`src/rtl/debounce_edge.sv`:
```
// debounce_edge: glitch-rejecting debouncer with clean level, edge strobes and saturating press counter
module debounce_edge #(
  parameter int STABLE_CYCLES = 1000,
  parameter int CNT_W         = 10,
  parameter int EVT_W         = 8
) (
  input  logic             clk,
  input  logic             reset,
  input  logic             din,
  input  logic             clr_count,
  output logic             level,
  output logic             rise,
  output logic             fall,
  output logic [EVT_W-1:0] press_count
);
  typedef enum logic [1:0] {LOW, WAIT_HIGH, HIGH, WAIT_LOW} state_t;
  localparam logic [CNT_W-1:0] LAST = CNT_W'(STABLE_CYCLES - 1);
  state_t           state_q, state_d;
  logic [CNT_W-1:0] cnt_q, cnt_d;
  logic             level_q, level_d, rise_q, rise_d, fall_q, fall_d;
  logic [EVT_W-1:0] press_q, press_d;
  logic             done;
  assign done = cnt_q == LAST;
  // next state: a new value must hold STABLE_CYCLES+1 samples; any opposite sample aborts the wait
  always_comb begin
    state_d = state_q;
    cnt_d   = cnt_q;
    level_d = level_q;
    rise_d  = 1'b0;
    fall_d  = 1'b0;
    case (state_q)
      LOW: if (din) begin
        state_d = WAIT_HIGH;
        cnt_d   = '0;
      end
      WAIT_HIGH: if (!din) state_d = LOW;
        else if (done) begin
          state_d = HIGH;
          level_d = 1'b1;
          rise_d  = 1'b1;
        end else cnt_d = cnt_q + 1'b1;
      HIGH: if (!din) begin
        state_d = WAIT_LOW;
        cnt_d   = '0;
      end
      WAIT_LOW: if (din) state_d = HIGH;
        else if (done) begin
          state_d = LOW;
          level_d = 1'b0;
          fall_d  = 1'b1;
        end else cnt_d = cnt_q + 1'b1;
      default: state_d = LOW;
    endcase
    press_d = clr_count ? '0 : (rise_d && press_q != '1) ? press_q + 1'b1 : press_q;
  end
  // state and registered outputs, cleared immediately by reset
  always_ff @(posedge clk or posedge reset) begin
    if (reset) begin
      state_q <= LOW;
      cnt_q   <= '0;
      level_q <= 1'b0;
      rise_q  <= 1'b0;
      fall_q  <= 1'b0;
      press_q <= '0;
    end else begin
      state_q <= state_d;
      cnt_q   <= cnt_d;
      level_q <= level_d;
      rise_q  <= rise_d;
      fall_q  <= fall_d;
      press_q <= press_d;
    end
  end
  assign level       = level_q;
  assign rise        = rise_q;
  assign fall        = fall_q;
  assign press_count = press_q;
endmodule

```
`config.mk`:
```
export PLATFORM = sky130hd
export DESIGN_NAME = debounce_edge
export DESIGN_NICKNAME = d
export VERILOG_FILES = /design/src/rtl/debounce_edge.sv
export SDC_FILE = /design/constraint.sdc
export NUM_CORES = 1
export LEC_CHECK = 0
export BUFFER_PORTS_ARGS = -buffer_cell sky130_fd_sc_hd__clkbuf_2
export CAP_MARGIN = 10
export CORE_MARGIN = 1.5
export CORE_UTILIZATION = 35
export DETAILED_ROUTE_END_ITERATION = 10
export GPL_ROUTABILITY_DRIVEN = 0
export PLACE_DENSITY_LB_ADDON = 0.08
export RECOVER_POWER = 100
export REMOVE_ABC_BUFFERS = 1
export SYNTH_ARGS = -nofsm -noshare
export SYNTH_HDL_FRONTEND = slang
export SYNTH_SLANG_ARGS = --single-unit
```
`constraint.sdc`:
```
create_clock -name clk -period 2.05 [get_ports clk]
set_input_delay 0.41 -clock clk [delete_from_list [all_inputs] [get_ports clk]]
set_output_delay 0.41 -clock clk [all_outputs]
set_load 0.02 [all_outputs]
```
==> results of run 1 <==
-- worst max-delay path, cell delays in order, from the launching register on --
cell and delay (ns):
dfrtp_1 0.43, ha_1 0.18, and4_2 0.32, nand4_4 0.21, or4_1 0.56, a21oi_1 0.15
-- layer usage --
| layer | up-vias | global-route usage | wire (um) |
|---|---|---|---|
| met5 | - | 0 | 0 |
| met4 | 0 | 0.0571 | 20 |
| met3 | 2 | 0.0214 | 56 |
| met2 | 12 | 0.213 | 1170 |
| met1 | 515 | 0.234 | 1500 |
| li1 | 527 | - | - |
-- cell type report --
class / instances / area (um2) / area share
tap: 46 / 57.6 / 0.0411
multi-input combinational: 94 / 637 / 0.454
inverter: 3 / 11.3 / 0.00804
timing repair buffer: 21 / 93.8 / 0.0670
sequential: 23 / 576 / 0.411
clock buffer: 4 / 26.3 / 0.0188
-- logic make-up (layout without fill, tap and decap cells) --
group           count (synthesis)  count (layout)
mux                             5               5
buf+inv                        10              28
compound gates                 34              34
fa+ha+maj                       2               2
xor+xnor                        2               2
flops                          23              23
simple gates                   51              51
-- synthesized netlist by cell type (2+ instances only) --
cell type / n / area (um2)
inv_1: 3 / 11.3
a41oi_1: 2 / 17.5
a22o_1: 5 / 43.8
ha_1: 2 / 25.0
and3_2: 2 / 15.0
nor3b_1: 2 / 15.0
o31ai_1: 3 / 22.5
nand4_1: 6 / 37.5
mux2_2: 5 / 56.3
buf_6: 2 / 22.5
or4_1: 2 / 15.0
a21oi_1: 11 / 55.1
a31oi_1: 2 / 12.5
and3_1: 3 / 18.8
clkbuf_1: 2 / 7.51
o21ai_0: 6 / 30.0
nor3_1: 3 / 15.0
dfrtp_1: 23 / 576
nor2_1: 5 / 18.8
or3_1: 2 / 12.5
nand3_1: 10 / 50.1
nand2_1: 7 / 26.3
-- repair_timing --
item	4_1_cts	5_1_grt
endpoints found under the setup margin	0	3
setup buffers	0	0
resized for setup	0	2
hold buffers	0	0
-- registers in the layout, indices dropped and copies added, names as in the netlist, named ones only --
name / flops
cnt_q: 10
press_count: 8
fall: 1
level: 1
rise: 1
state_q: 1
-- worst paths after layout --
path	from	end	slack, ns	cells past startpoint
worst max register to register	cnt_q[0]$_DFFE_PP0P_	press_count[7]$_DFFE_PP0P_	0.12	5
worst max-delay path	cnt_q[0]$_DFFE_PP0P_	press_count[7]$_DFFE_PP0P_	0.12	5
worst min-delay path	clr_count	press_count[3]$_DFFE_PP0P_	0.39	2
min in group asynchronous	reset	cnt_q[2]$_DFFE_PP0P_	0.48	3
worst min register to register	cnt_q[6]$_DFFE_PP0P_	cnt_q[6]$_DFFE_PP0P_	0.58	1
max in group asynchronous	reset	asynchronous set/reset pin	0.80	3
-- power breakdown --
group	leakage [nW]	total (mW)	switching, mW	internal [mW]
sequential	0.314	0.509	0.0308	0.478
combinational	0.270	0.113	0.0656	0.0471
clock	0.0150	0.219	0.143	0.0759
==> impl_metrics.json, run 1 <==
{
  "netlist_instances": 127,
  "cp-start-kind": "flip-flop",
  "place_ws_ns": 0.0946,
  "grt_pass1_vias": 999,
  "cts_sinks": 23,
  "power_density_nw_per_um2": 600,
  "numPortBuffers": 14,
  "drv_cap": 0,
  "relSlewSlack": 0.130,
  "vdd_drop_max_mv": 0.167,
  "yosys_register_bits": 23,
  "synthFlopType": "dfrtp_1",
  "final_core_utilization": 0.410,
  "core_um2": 3420,
  "cts.clk_slew.worst_paths_ns": 0.14,
  "grt_max_degree": 24,
  "setup_slack_ns": 0.122,
  "slew_violations": 0,
  "criticalPathCategory": "reg -> reg",
  "seq_area_frac_synth": 0.454,
  "final_common_cell": "dfrtp_1",
  "die_x_um": 63.2,
  "worstHoldPathType": "in -> reg",
  "synth.area.mux_share": 0.0444,
  "dr.pass1.iters": 4,
  "vias": 1056,
  "leakage_nw": 0.600,
  "finalCritPeriodShare": 0.941,
  "cts_buffer_depth": 2,
  "wl_mm": 2.75,
  "power.total_uw": 841,
  "gr-total-overflow": 0,
  "rsz0062_at_grt": "no",
  "syn_area_per_cell_um2": 9.99,
  "required_ns": 2.29,
  "cts_tree": "yes",
  "die-height_um": 63.2,
  "status": "complete, no violations",
  "cts_made_buffers": 3,
  "synth_edf_count": 0,
  "insertion_delay_ns": 0.31,
  "hold_slack_ns": 0.389,
  "synth_top_family_by_area": "simple AND/OR/NAND/NOR gates",
  "fin_worst_skew_ns": 0.00883,
  "final-hold-violation-count": 0,
  "ys_warn_count": 0,
  "max_freq_mhz": 519,
  "hpwl_mm": 1.88,
  "synth-xor-area-share": 0.0138,
  "worstPathArrival_ns": 2.17,
  "dpl-instance-area_um2": 1400,
  "yosys.area_share.simple": 0.246,
  "endpoint_kind": "flip-flop",
  "finalSetupTns_ns": 0,
  "row_count": 21,
  "fin_crit_ns": 1.93,
  "via_per_inst": 5.53,
  "track_usage": 0.152,
  "die_area_um2": 3990,
  "worst_pin_slew_ns": 1.31,
  "antenna_found_initial": 0,
  "synth_compound_area_frac": 0.177,
  "grt_pass1_wl_mm": 4.82,
  "n_antenna_cell": 0,
  "cts_max_level": 1,
  "fin_nets": 152,
  "synth_fa_ha_area_frac": 0.0197,
  "first_iter_violations": 69,
  "wl_per_cell_um": 14.4,
  "synth_area_um2": 1270,
  "fin_cells": 191,
  "layout_common_cells": "dfrtp_1, clkbuf_1, a21oi_1",
  "synthArstFlopShare": 1.00,
  "setup_viol": 0,
  "dp_cells": 187,
  "syn_to_final_growth_pct": 10.5,
  "n_fill_cell": 353,
  "initial_core_util": 0.371,
  "drive_gt1_frac": 0.145,
  "ios": 15,
  "root_buffer": "clkbuf_4",
  "route.detailed.drc": 0,
  "crit_fanout": 13,
  "fin_area_um2": 1400,
  "synth_cell_type_count": 41,
  "drtAntennaViolNets": 0
}
Power figures use the tool's default switching activity.
==> inputs of run 2 (changes only) <==
clock period = 1.63 ns   (was 2.05 ns; I/O delays follow)
==> impl_metrics.json, run 2 (synthesized netlist as in run 1, its figures left out) <==
{
  "worstPathArrival_ns": 1.95,
  "fin_worst_skew_ns": 0.00753,
  "gr-total-overflow": 0,
  "setup_viol": 6,
  "vdd_drop_max_mv": 0.402,
  "clockPowerShare": 0.239,
  "hold_slack_ns": 0.284,
  "via_per_inst": 5.40,
  "die-height_um": 63.2,
  "drv_cap": 0,
  "route.detailed.drc": 0,
  "drtAntennaViolNets": 0,
  "required_ns": 1.88,
  "regMostFlops": "cnt_q",
  "multi_input_area_um2": 679,
  "dpl-instance-area_um2": 1570,
  "drive_gt1_frac": 0.391,
  "grt_max_degree": 18,
  "hpwl_mm": 2.24,
  "final_common_cell": "buf_4",
  "wl_mm": 3.06,
  "place_ws_ns": -0.103,
  "violations": "setup timing",
  "wl_per_cell_um": 14.2,
  "die_x_um": 63.2,
  "n_antenna_cell": 0,
  "grt_pass1_vias": 1074,
  "slew_violations": 0,
  "power_density_nw_per_um2": 672,
  "cts_buffer_depth": 2,
  "vias": 1161,
  "power_switching_uw": 315,
  "critPathMaxStageDelay_ns": 0.53,
  "ios": 15,
  "initial_core_util": 0.371,
  "cts_made_buffers": 3,
  "final-hold-violation-count": 0,
  "root_buffer": "clkbuf_4",
  "status": "finished with violations",
  "worstHoldPathType": "in -> reg",
  "power_frac_seq": 0.560,
  "cts.clk_slew.worst_paths_ns": 0.13,
  "fin_crit_ns": 1.69,
  "die_area_um2": 3990,
  "sw_frac_of_total": 0.282,
  "largest_reg_flops": 10,
  "cts_max_level": 1,
  "syn_to_final_growth_pct": 30.8,
  "crit_fanout": 8,
  "layout_common_cells": "buf_4, dfrtp_1, clkbuf_2",
  "rsz0062_at_grt": "yes",
  "max_freq_mhz": 590,
  "critical_path_buf_inv_count": 0,
  "finalCritPeriodShare": 1.04,
  "cts_sinks": 23,
  "setup_slack_ns": -0.0642,
  "n_fill_cell": 320,
  "first_iter_violations": 63,
  "insertion_delay_ns": 0.31,
  "comb_power_share": 0.201,
  "internal-power_uw": 800,
  "fin_area_um2": 1660,
  "fin_nets": 176,
  "cp-start-kind": "flip-flop",
  "row_count": 21,
  "antenna_found_initial": 0,
  "core_um2": 3420,
  "leakage_nw": 0.770,
  "criticalPathCategory": "reg -> reg",
  "cts_tree": "yes",
  "path_cells": "ha_2 > and4_4 > nand4_4 > or4_4 > a21oi_2",
  "power.total_mw": 1.12,
  "cp_slowest_cell": "or4_4",
  "path_delay_family": "simple AND/OR/NAND/NOR gates",
  "numPortBuffers": 14,
  "track_usage": 0.164,
  "worst_pin_slew_ns": 0.442,
  "endpoint_kind": "flip-flop",
  "dr.pass1.iters": 4,
  "relSlewSlack": 0.705,
  "grt_pass1_wl_mm": 5.29,
  "final_core_utilization": 0.486,
  "register_area_um2": 576
}
## run 2: changes by cell type in the layout (fill, tap and decap cells not counted), moves of 2 or more
cell,change
and3_1,-2
clkbuf_2,+10
clkbuf_1,-14
buf_6,+2
buf_4,+24
a21oi_2,+2
a21oi_1,-2
## run 2: power groups by stage
stage | sequential [mW] | combinational [mW] | clock [mW]
floorplan | 0.648 | 0.0905 | 0
global route | 0.631 | 0.247 | 0.305
CTS | 0.623 | 0.223 | 0.281
finish | 0.625 | 0.224 | 0.266
detailed placement | 0.633 | 0.220 | 0
global placement | 0.630 | 0.214 | 0
## run 2: worst paths after layout
check | from | endpoint | slack, ns | cells after the start
max in group asynchronous | reset | cnt_q[8]$_DFFE_PP0P_ | 0.46 | 4
hold / removal | clr_count | press_count[5]$_DFFE_PP0P_ | 0.28 | 2
min in group asynchronous | reset | rise$_DFF_PP0_ | 0.45 | 3
hold reg to reg | level$_DFFE_PP0P_ | level$_DFFE_PP0P_ | 0.57 | 2
setup / recovery | cnt_q[1]$_DFFE_PP0P_ | press_count[7]$_DFFE_PP0P_ | -0.06 | 5
setup reg to reg | cnt_q[1]$_DFFE_PP0P_ | press_count[7]$_DFFE_PP0P_ | -0.06 | 5
## run 2: per-layer routing
layer	global-route usage	wire [um]	vias up
li1	-	-	573
met1	0.260	1630	563
met2	0.234	1310	21
met3	0.0304	105	4
met4	0.0245	18	0
met5	0	0	-
## run 2: per-stage QoR
stage | TNS [ns] | cells
after global routing | -0.675 | 215
after detailed placement | -0.493 | 210
final | -0.191 | 215
after CTS | -0.0583 | 215
after floorplan | -1.08 | 120
after global placement | -0.235 | 210
## run 2: cell type report
class | count | area share
inverters | 3 | 0.00679
repair buffers | 45 | 0.186
multi-input cells | 94 | 0.410
flip-flops and latches | 23 | 0.347
clock buffers | 3 | 0.0136
well taps | 46 | 0.0347
clock inverters | 1 | 0.00302
## run 2: timing repair
action	CTS	global route
buffers inserted	0	0
setup endpoints to repair	7	10
hold buffers	1	0
resized for setup	5	8
cloned	0	0
pin swaps	4	5
hold endpoints to repair	6	0
